[src/rtl/seven_segment_if.sv]
// seven_segment_if
//   Bundles the scanner's display-side signals so the producer and the
//   scanner share one port.
//
//   Signal summary:
//     enable         scanning enabled when 1
//     display0..5    7-bit active-low segment patterns for digits 0..5
//     blank_mask     bit i = 1 keeps digit i dark during its slot
//     seg_out        shared active-low segment bus
//     digit_sel      active-low anode selects, at most one bit low
//     frame_tick     one-cycle pulse in the final show cycle of digit 5
//     dbg_state      scanner FSM state (0 = IDLE, 1 = BLANK, 2 = SHOW)
//
//   Handshake: none. Every input is a level sampled on the rising clock
//   edge, and every output is a registered level. There is no valid/ready
//   pair. Display patterns and blank_mask are captured only when a frame
//   starts, so the producer may change them at any time.
interface seven_segment_if;
  logic       enable;
  logic [6:0] display0;
  logic [6:0] display1;
  logic [6:0] display2;
  logic [6:0] display3;
  logic [6:0] display4;
  logic [6:0] display5;
  logic [5:0] blank_mask;
  logic [6:0] seg_out;
  logic [5:0] digit_sel;
  logic       frame_tick;
  logic [1:0] dbg_state;

  modport master (
    output enable, display0, display1, display2, display3, display4,
           display5, blank_mask,
    input  seg_out, digit_sel, frame_tick, dbg_state
  );

  modport slave (
    input  enable, display0, display1, display2, display3, display4,
           display5, blank_mask,
    output seg_out, digit_sel, frame_tick, dbg_state
  );
endinterface

[src/rtl/seven_segment_scanner.sv]
// seven_segment_scanner
//   Time-multiplexed driver for a six-digit common-anode 7-segment display.
//   The scanner shows one digit at a time and rotates through digits 0..5.
//   Each digit slot lasts REFRESH_DIV cycles. The first BLANK_CYCLES cycles
//   of a slot are blank (all anodes off) to suppress ghosting. The digit is
//   shown for the rest of the slot. The display patterns and blank_mask are
//   captured at the start of every frame, so a frame never mixes old and
//   new data.
//
//   Ports:
//     clk    rising-edge system clock
//     rst_n  asynchronous active-low reset
//     bus    seven_segment_if.slave (enable, display0..5, blank_mask in;
//            seg_out, digit_sel, frame_tick, dbg_state out)
module seven_segment_scanner #(
  parameter int         NUM_DIGITS   = 6,
  parameter int         REFRESH_DIV  = 50000,
  parameter int         BLANK_CYCLES = 16,
  parameter logic [6:0] SEG_OFF      = 7'b1111111
) (
  input  logic             clk,
  input  logic             rst_n,
  seven_segment_if.slave   bus
);

  localparam int CNT_W = $clog2(REFRESH_DIV);
  localparam int IDX_W = $clog2(NUM_DIGITS);

  localparam logic [CNT_W-1:0] BLANK_LAST = CNT_W'(BLANK_CYCLES - 1);
  localparam logic [CNT_W-1:0] SLOT_LAST  = CNT_W'(REFRESH_DIV - 1);
  localparam logic [IDX_W-1:0] IDX_LAST   = IDX_W'(NUM_DIGITS - 1);

  typedef enum logic [1:0] {
    IDLE  = 2'd0,
    BLANK = 2'd1,
    SHOW  = 2'd2
  } state_t;

  state_t           state_q, state_d;
  logic [IDX_W-1:0] idx_q, idx_d;
  logic [CNT_W-1:0] cnt_q, cnt_d;
  logic [5:0][6:0]  snap_q, snap_d;
  logic [5:0]       mask_q, mask_d;
  logic [6:0]       seg_out_q, seg_out_d;
  logic [5:0]       digit_sel_q, digit_sel_d;
  logic             frame_tick_q, frame_tick_d;
  logic             load_snap;

  always_comb begin
    state_d   = state_q;
    idx_d     = idx_q;
    cnt_d     = cnt_q;
    snap_d    = snap_q;
    mask_d    = mask_q;
    load_snap = 1'b0;

    case (state_q)
      IDLE: begin
        if (bus.enable) begin
          state_d   = BLANK;
          idx_d     = '0;
          cnt_d     = '0;
          load_snap = 1'b1;
        end
      end
      BLANK: begin
        // cnt runs across the whole slot; the show phase starts at
        // cnt = BLANK_CYCLES.
        cnt_d = cnt_q + 1'b1;
        if (cnt_q == BLANK_LAST) begin
          state_d = SHOW;
        end
      end
      SHOW: begin
        if (cnt_q == SLOT_LAST) begin
          cnt_d   = '0;
          state_d = BLANK;
          if (idx_q == IDX_LAST) begin
            idx_d     = '0;
            load_snap = 1'b1;
          end else begin
            idx_d = idx_q + 1'b1;
          end
        end else begin
          cnt_d = cnt_q + 1'b1;
        end
      end
      default: begin
        state_d = IDLE;
        idx_d   = '0;
        cnt_d   = '0;
      end
    endcase

    // Dropping enable wins in every state. Scanning never resumes mid-frame.
    if (!bus.enable) begin
      state_d   = IDLE;
      idx_d     = '0;
      cnt_d     = '0;
      load_snap = 1'b0;
    end

    if (load_snap) begin
      snap_d = {bus.display5, bus.display4, bus.display3,
                bus.display2, bus.display1, bus.display0};
      mask_d = bus.blank_mask;
    end

    // The outputs are registered from the next-state values, so they line
    // up with the state during the same cycle.
    seg_out_d    = SEG_OFF;
    digit_sel_d  = '1;
    frame_tick_d = 1'b0;
    if (state_d == SHOW) begin
      if (!mask_d[idx_d]) begin
        digit_sel_d[idx_d] = 1'b0;
        seg_out_d          = snap_d[idx_d];
      end
      frame_tick_d = (idx_d == IDX_LAST) && (cnt_d == SLOT_LAST);
    end
  end

  always_ff @(posedge clk or negedge rst_n) begin
    if (!rst_n) begin
      state_q      <= IDLE;
      idx_q        <= '0;
      cnt_q        <= '0;
      snap_q       <= {6{SEG_OFF}};
      mask_q       <= '0;
      seg_out_q    <= SEG_OFF;
      digit_sel_q  <= '1;
      frame_tick_q <= 1'b0;
    end else begin
      state_q      <= state_d;
      idx_q        <= idx_d;
      cnt_q        <= cnt_d;
      snap_q       <= snap_d;
      mask_q       <= mask_d;
      seg_out_q    <= seg_out_d;
      digit_sel_q  <= digit_sel_d;
      frame_tick_q <= frame_tick_d;
    end
  end

  assign bus.seg_out    = seg_out_q;
  assign bus.digit_sel  = digit_sel_q;
  assign bus.frame_tick = frame_tick_q;
  assign bus.dbg_state  = state_q;

endmodule

[src/flat_wrapper.sv]
// flat-port wrapper written by rule: the top's interface ports become plain ports
module seven_segment_scanner_flat 
#(
  parameter int         NUM_DIGITS   = 6,
  parameter int         REFRESH_DIV  = 50000,
  parameter int         BLANK_CYCLES = 16,
  parameter logic [6:0] SEG_OFF      = 7'b1111111
)
  (clk, rst_n, bus_enable, bus_display0, bus_display1, bus_display2, bus_display3, bus_display4, bus_display5, bus_blank_mask, bus_seg_out, bus_digit_sel, bus_frame_tick, bus_dbg_state);
  seven_segment_if bus_i ();
  input  logic clk;
  input  logic rst_n;
  input wire logic [$bits(bus_i.enable)-1:0] bus_enable;
  input wire logic [$bits(bus_i.display0)-1:0] bus_display0;
  input wire logic [$bits(bus_i.display1)-1:0] bus_display1;
  input wire logic [$bits(bus_i.display2)-1:0] bus_display2;
  input wire logic [$bits(bus_i.display3)-1:0] bus_display3;
  input wire logic [$bits(bus_i.display4)-1:0] bus_display4;
  input wire logic [$bits(bus_i.display5)-1:0] bus_display5;
  input wire logic [$bits(bus_i.blank_mask)-1:0] bus_blank_mask;
  output wire logic [$bits(bus_i.seg_out)-1:0] bus_seg_out;
  output wire logic [$bits(bus_i.digit_sel)-1:0] bus_digit_sel;
  output wire logic [$bits(bus_i.frame_tick)-1:0] bus_frame_tick;
  output wire logic [$bits(bus_i.dbg_state)-1:0] bus_dbg_state;
  assign bus_i.enable = bus_enable;
  assign bus_i.display0 = bus_display0;
  assign bus_i.display1 = bus_display1;
  assign bus_i.display2 = bus_display2;
  assign bus_i.display3 = bus_display3;
  assign bus_i.display4 = bus_display4;
  assign bus_i.display5 = bus_display5;
  assign bus_i.blank_mask = bus_blank_mask;
  assign bus_seg_out = bus_i.seg_out;
  assign bus_digit_sel = bus_i.digit_sel;
  assign bus_frame_tick = bus_i.frame_tick;
  assign bus_dbg_state = bus_i.dbg_state;
  seven_segment_scanner #(.NUM_DIGITS(NUM_DIGITS), .REFRESH_DIV(REFRESH_DIV), .BLANK_CYCLES(BLANK_CYCLES), .SEG_OFF(SEG_OFF)) u_core (.clk(clk), .rst_n(rst_n), .bus(bus_i));
endmodule
[config.mk]
export PLATFORM = sky130hd
export DESIGN_NAME = seven_segment_scanner_flat
export DESIGN_NICKNAME = d
export VERILOG_FILES = /design/src/rtl/seven_segment_if.sv /design/src/rtl/seven_segment_scanner.sv /design/src/flat_wrapper.sv
export SDC_FILE = /design/constraint.sdc
export NUM_CORES = 1
export LEC_CHECK = 0
export BUFFER_PORTS_ARGS = -buffer_cell sky130_fd_sc_hd__buf_2
export CORE_MARGIN = 8
export CORE_UTILIZATION = 40
export DETAILED_ROUTE_END_ITERATION = 10
export RECOVER_POWER = 50
export SYNTH_ARGS = -nofsm -noshare
export SYNTH_HDL_FRONTEND = slang
export SYNTH_SLANG_ARGS = --single-unit
[constraint.sdc]
create_clock -name clk -period 4.74 [get_ports clk]
set_input_delay 0 -clock clk [delete_from_list [all_inputs] [get_ports clk]]
set_output_delay 0 -clock clk [all_outputs]
set_load 0.005 [all_outputs]
==> flow_metrics.tcl <==
set metrics [dict create \
    violations "capacitance limit, slew limit" \
    switching_share_pct 25.2 \
    min_period_ns 3.86 \
    syn_inst 368 \
    cp_slowest_cell "o21ai_1" \
    finClkSkew_ns 0.0141 \
    wl_per_cell_um 15.7 \
    required_ns 5.04 \
    vias 3108 \
    ys_ff_latch 83 \
    rsz0062_at_grt "no" \
    drv_cap 1 \
    placed_cell_area_um2 4600 \
    grt_pass1_vias 3254 \
    met2_usage_pct 22.6 \
    layout_common_cells "55 x buf_2, 53 x dfstp_2, 50 x dlygate4sd3_1" \
    slew_viol_final 84 \
    path_clk_slew_ns 0.09 \
    gp_congestion 0.826 \
    diodes 0 \
    post_cts_resized 0 \
    critical_path_arrival_ns 4.16 \
    final_area_um2 5260 \
    synthArstFlopShare_pct 100 \
    grt_use_met1_pct 18.0 \
    power.total_uw 1540 \
    cts_tree "done" \
    grt_start_max_net_pins 84 \
    final.period_utilization_pct 81.5 \
    antenna_found_initial 0 \
    max_slew.worst_pin.slew_ns 1.99 \
    synth_top_flop_cell "dfstp_2" \
    end_kind "flop" \
    drc 0 \
    htreeDepth 3 \
    syn_area_um2 4190 \
    syn-num-nets 424 \
    r2r_slack_ns 0.88 \
    cts.sinks 83 \
    setup_violations 0 \
    fmax_mhz 259 \
    relSlewSlack_pct -32.7 \
    internal_power_uw 1150 \
    worstHoldPathType "input port to flop" \
    hold_viol 0 \
    drtPass1Iterations 4 \
    grt.busiest_layer "met2" \
    switchingPower_uw 389 \
    worstPathCellList "or4_4 > nor4_2 > a21oi_1 > o21ai_1 > inv_1 > o311a_1 > nand4_1" \
    ctsHoldBuffers 50 \
    die_w_um 118 \
    first_iter_violations 178 \
    path_delay_family "compound AO/OA/AOI/OAI gates" \
    yosys.area.top_type "dfstp_2" \
    routed_wl_um 9700 \
    p_leak_uw 0.00220 \
    clk_latency_ns 0.37 \
    final_common_cell "buf_2" \
    syn_to_final_growth_pct 25.7 \
    clockPowerShare_pct 31.1 \
    peakVddDrop_v 0.000130 \
    cp-start-kind "flop" \
    cp_num_buf_inv 1 \
    power_density_nw_per_um2 293 \
    nets 532 \
    hold_ws_ns 0.420 \
    rows 37 \
    ant_nets 0 \
    core_um2 10200 \
    cts_inserted_buffers 9 \
    p_seq_share_pct 53.7 \
    pin_count 67 \
    ys_seq_area_share_pct 51.2 \
    track_usage_pct 14.2 \
    postCtsSetupRepairBufs 0 \
    portBuffers 66 \
    p_comb_share_pct 15.2 \
    gr-total-overflow 0 \
    syn-mean-instance-area_um2 11.4 \
    grt_util_met3_pct 3.90 \
    dieArea_um2 14000 \
    fp.dieH_um 118 \
    setup.worst_path.class "flop to flop" \
    viasPerCell 5.04 \
    ctsRootBufferMaster "clkbuf_8" \
    path_max_fanout 12 \
    synth_edf_count 0 \
    drive_gt1_share_pct 38.0 \
    grt_first_pass_wirelength_um 16300 \
    critPathMaxStageDelay_ns 0.91 \
    synth_area_leaders "dfstp_2 34%, dfrtp_1 17%, mux2_2 11%" \
    start_util_pct 40.9 \
    ys_warn_count 0 \
    status "finished, violations left" \
    synthDistinctLibCells 52 \
    setup_tns_ns 0 \
    synth_top_area_share_pct 34.5 \
    clockBufferDepth 2 \
    dp_hpwl_um 6510 \
    fillers 904 \
]
[path summary, 6_finish.rpt]
check,startpoint,end,cells after the start
max in group asynchronous,rst_n,u_core.cnt_q[4]$_DFF_PN0_,2
worst max register to register,u_core.cnt_q[5]$_DFF_PN0_,u_core.bus.digit_sel[4]$_DFF_PN1_,7
min in group asynchronous,rst_n,u_core.mask_q[2]$_DFF_PN0_,2
worst min register to register,u_core.mask_q[4]$_DFF_PN0_,u_core.mask_q[4]$_DFF_PN0_,2
worst min-delay path,bus_display1[5],u_core.snap_q[12]$_DFF_PN1_,3
worst max-delay path,u_core.cnt_q[5]$_DFF_PN0_,u_core.bus.digit_sel[4]$_DFF_PN1_,7
[worst register-to-register path, stage by stage, from the launching register on]
cell and delay (ns):
dfrtp_1 0.47, or4_4 0.58, nor4_2 0.47, a21oi_1 0.13
o21ai_1 0.91, inv_1 0.44, o311a_1 0.63, nand4_1 0.17
[layout make-up]
| cell class | count | area, um2 | share of cell area [%] |
|---|---|---|---|
| tap | 136 | 170 | 3.23 |
| sequential | 83 | 2150 | 40.8 |
| clock buffer | 13 | 159 | 3.02 |
| clock inverter | 3 | 20.0 | 0.380 |
| inverter | 16 | 60.1 | 1.14 |
| multi-input combinational | 248 | 1880 | 35.6 |
| timing repair buffer | 118 | 833 | 15.8 |
[synth_stat cells (2+ instances only)]
cell type,number
clkbuf_1,12
o21ai_0,10
buf_6,3
and2_1,2
and3_1,8
nand3_1,13
buf_2,4
o31a_1,2
xor2_1,8
or4_4,2
nand2b_1,9
nor2_1,25
o31ai_1,6
a21oi_1,10
nand2_1,22
o21ai_1,5
o211ai_2,5
o32a_1,2
nor2b_1,4
inv_1,15
xnor2_1,9
dfstp_2,55
dfrtp_1,28
ha_1,5
a211oi_1,5
nor3b_1,2
a31oi_1,2
mux2i_1,16
nor3_1,5
nand4_1,7
mux2_1,5
mux2_2,42
[registers in the layout, indices dropped and copies added (netlist names)]
| register | flops |
|---|---|
| u_core.snap_q | 42 |
| u_core.cnt_q | 16 |
| u_core.bus.seg_out | 7 |
| u_core.bus.digit_sel | 6 |
| u_core.mask_q | 6 |
| u_core.idx_q | 3 |
| u_core.bus.dbg_state | 2 |
| u_core.bus.frame_tick | 1 |
[power by group through the flow]
stage	registers (uW)	logic, uW	clock network, uW
2_1_floorplan	834	136	0
3_3_place_gp	836	201	0
3_5_place_dp	840	203	0
4_1_cts	827	236	493
5_1_grt	834	257	523
6_report	827	234	480
[layer usage]
layer / part of all wire [%] / wire, um
met4: 1.7 / 161
met1: 48 / 4660
met5: 0 / 0
met3: 4.5 / 435
met2: 46 / 4430
[logic make-up after synthesis]
kind of cell / synth area share, %
buf+inv: 4.24
flops: 51.2
xor+xnor: 3.55
fa+ha+maj: 1.49
mux: 16.5
simple gates: 14.0
compound gates: 9.05
[metrics by stage]
stage	setup slack, ns	cells	util [%]
after floorplan	1.41	368	-
after global placement	0.967	551	45.0
after detailed placement	0.913	551	45.0
after CTS	0.884	617	51.6
after global routing	0.681	617	51.4
final	0.879	617	51.4
Power figures use the tool's default switching activity.
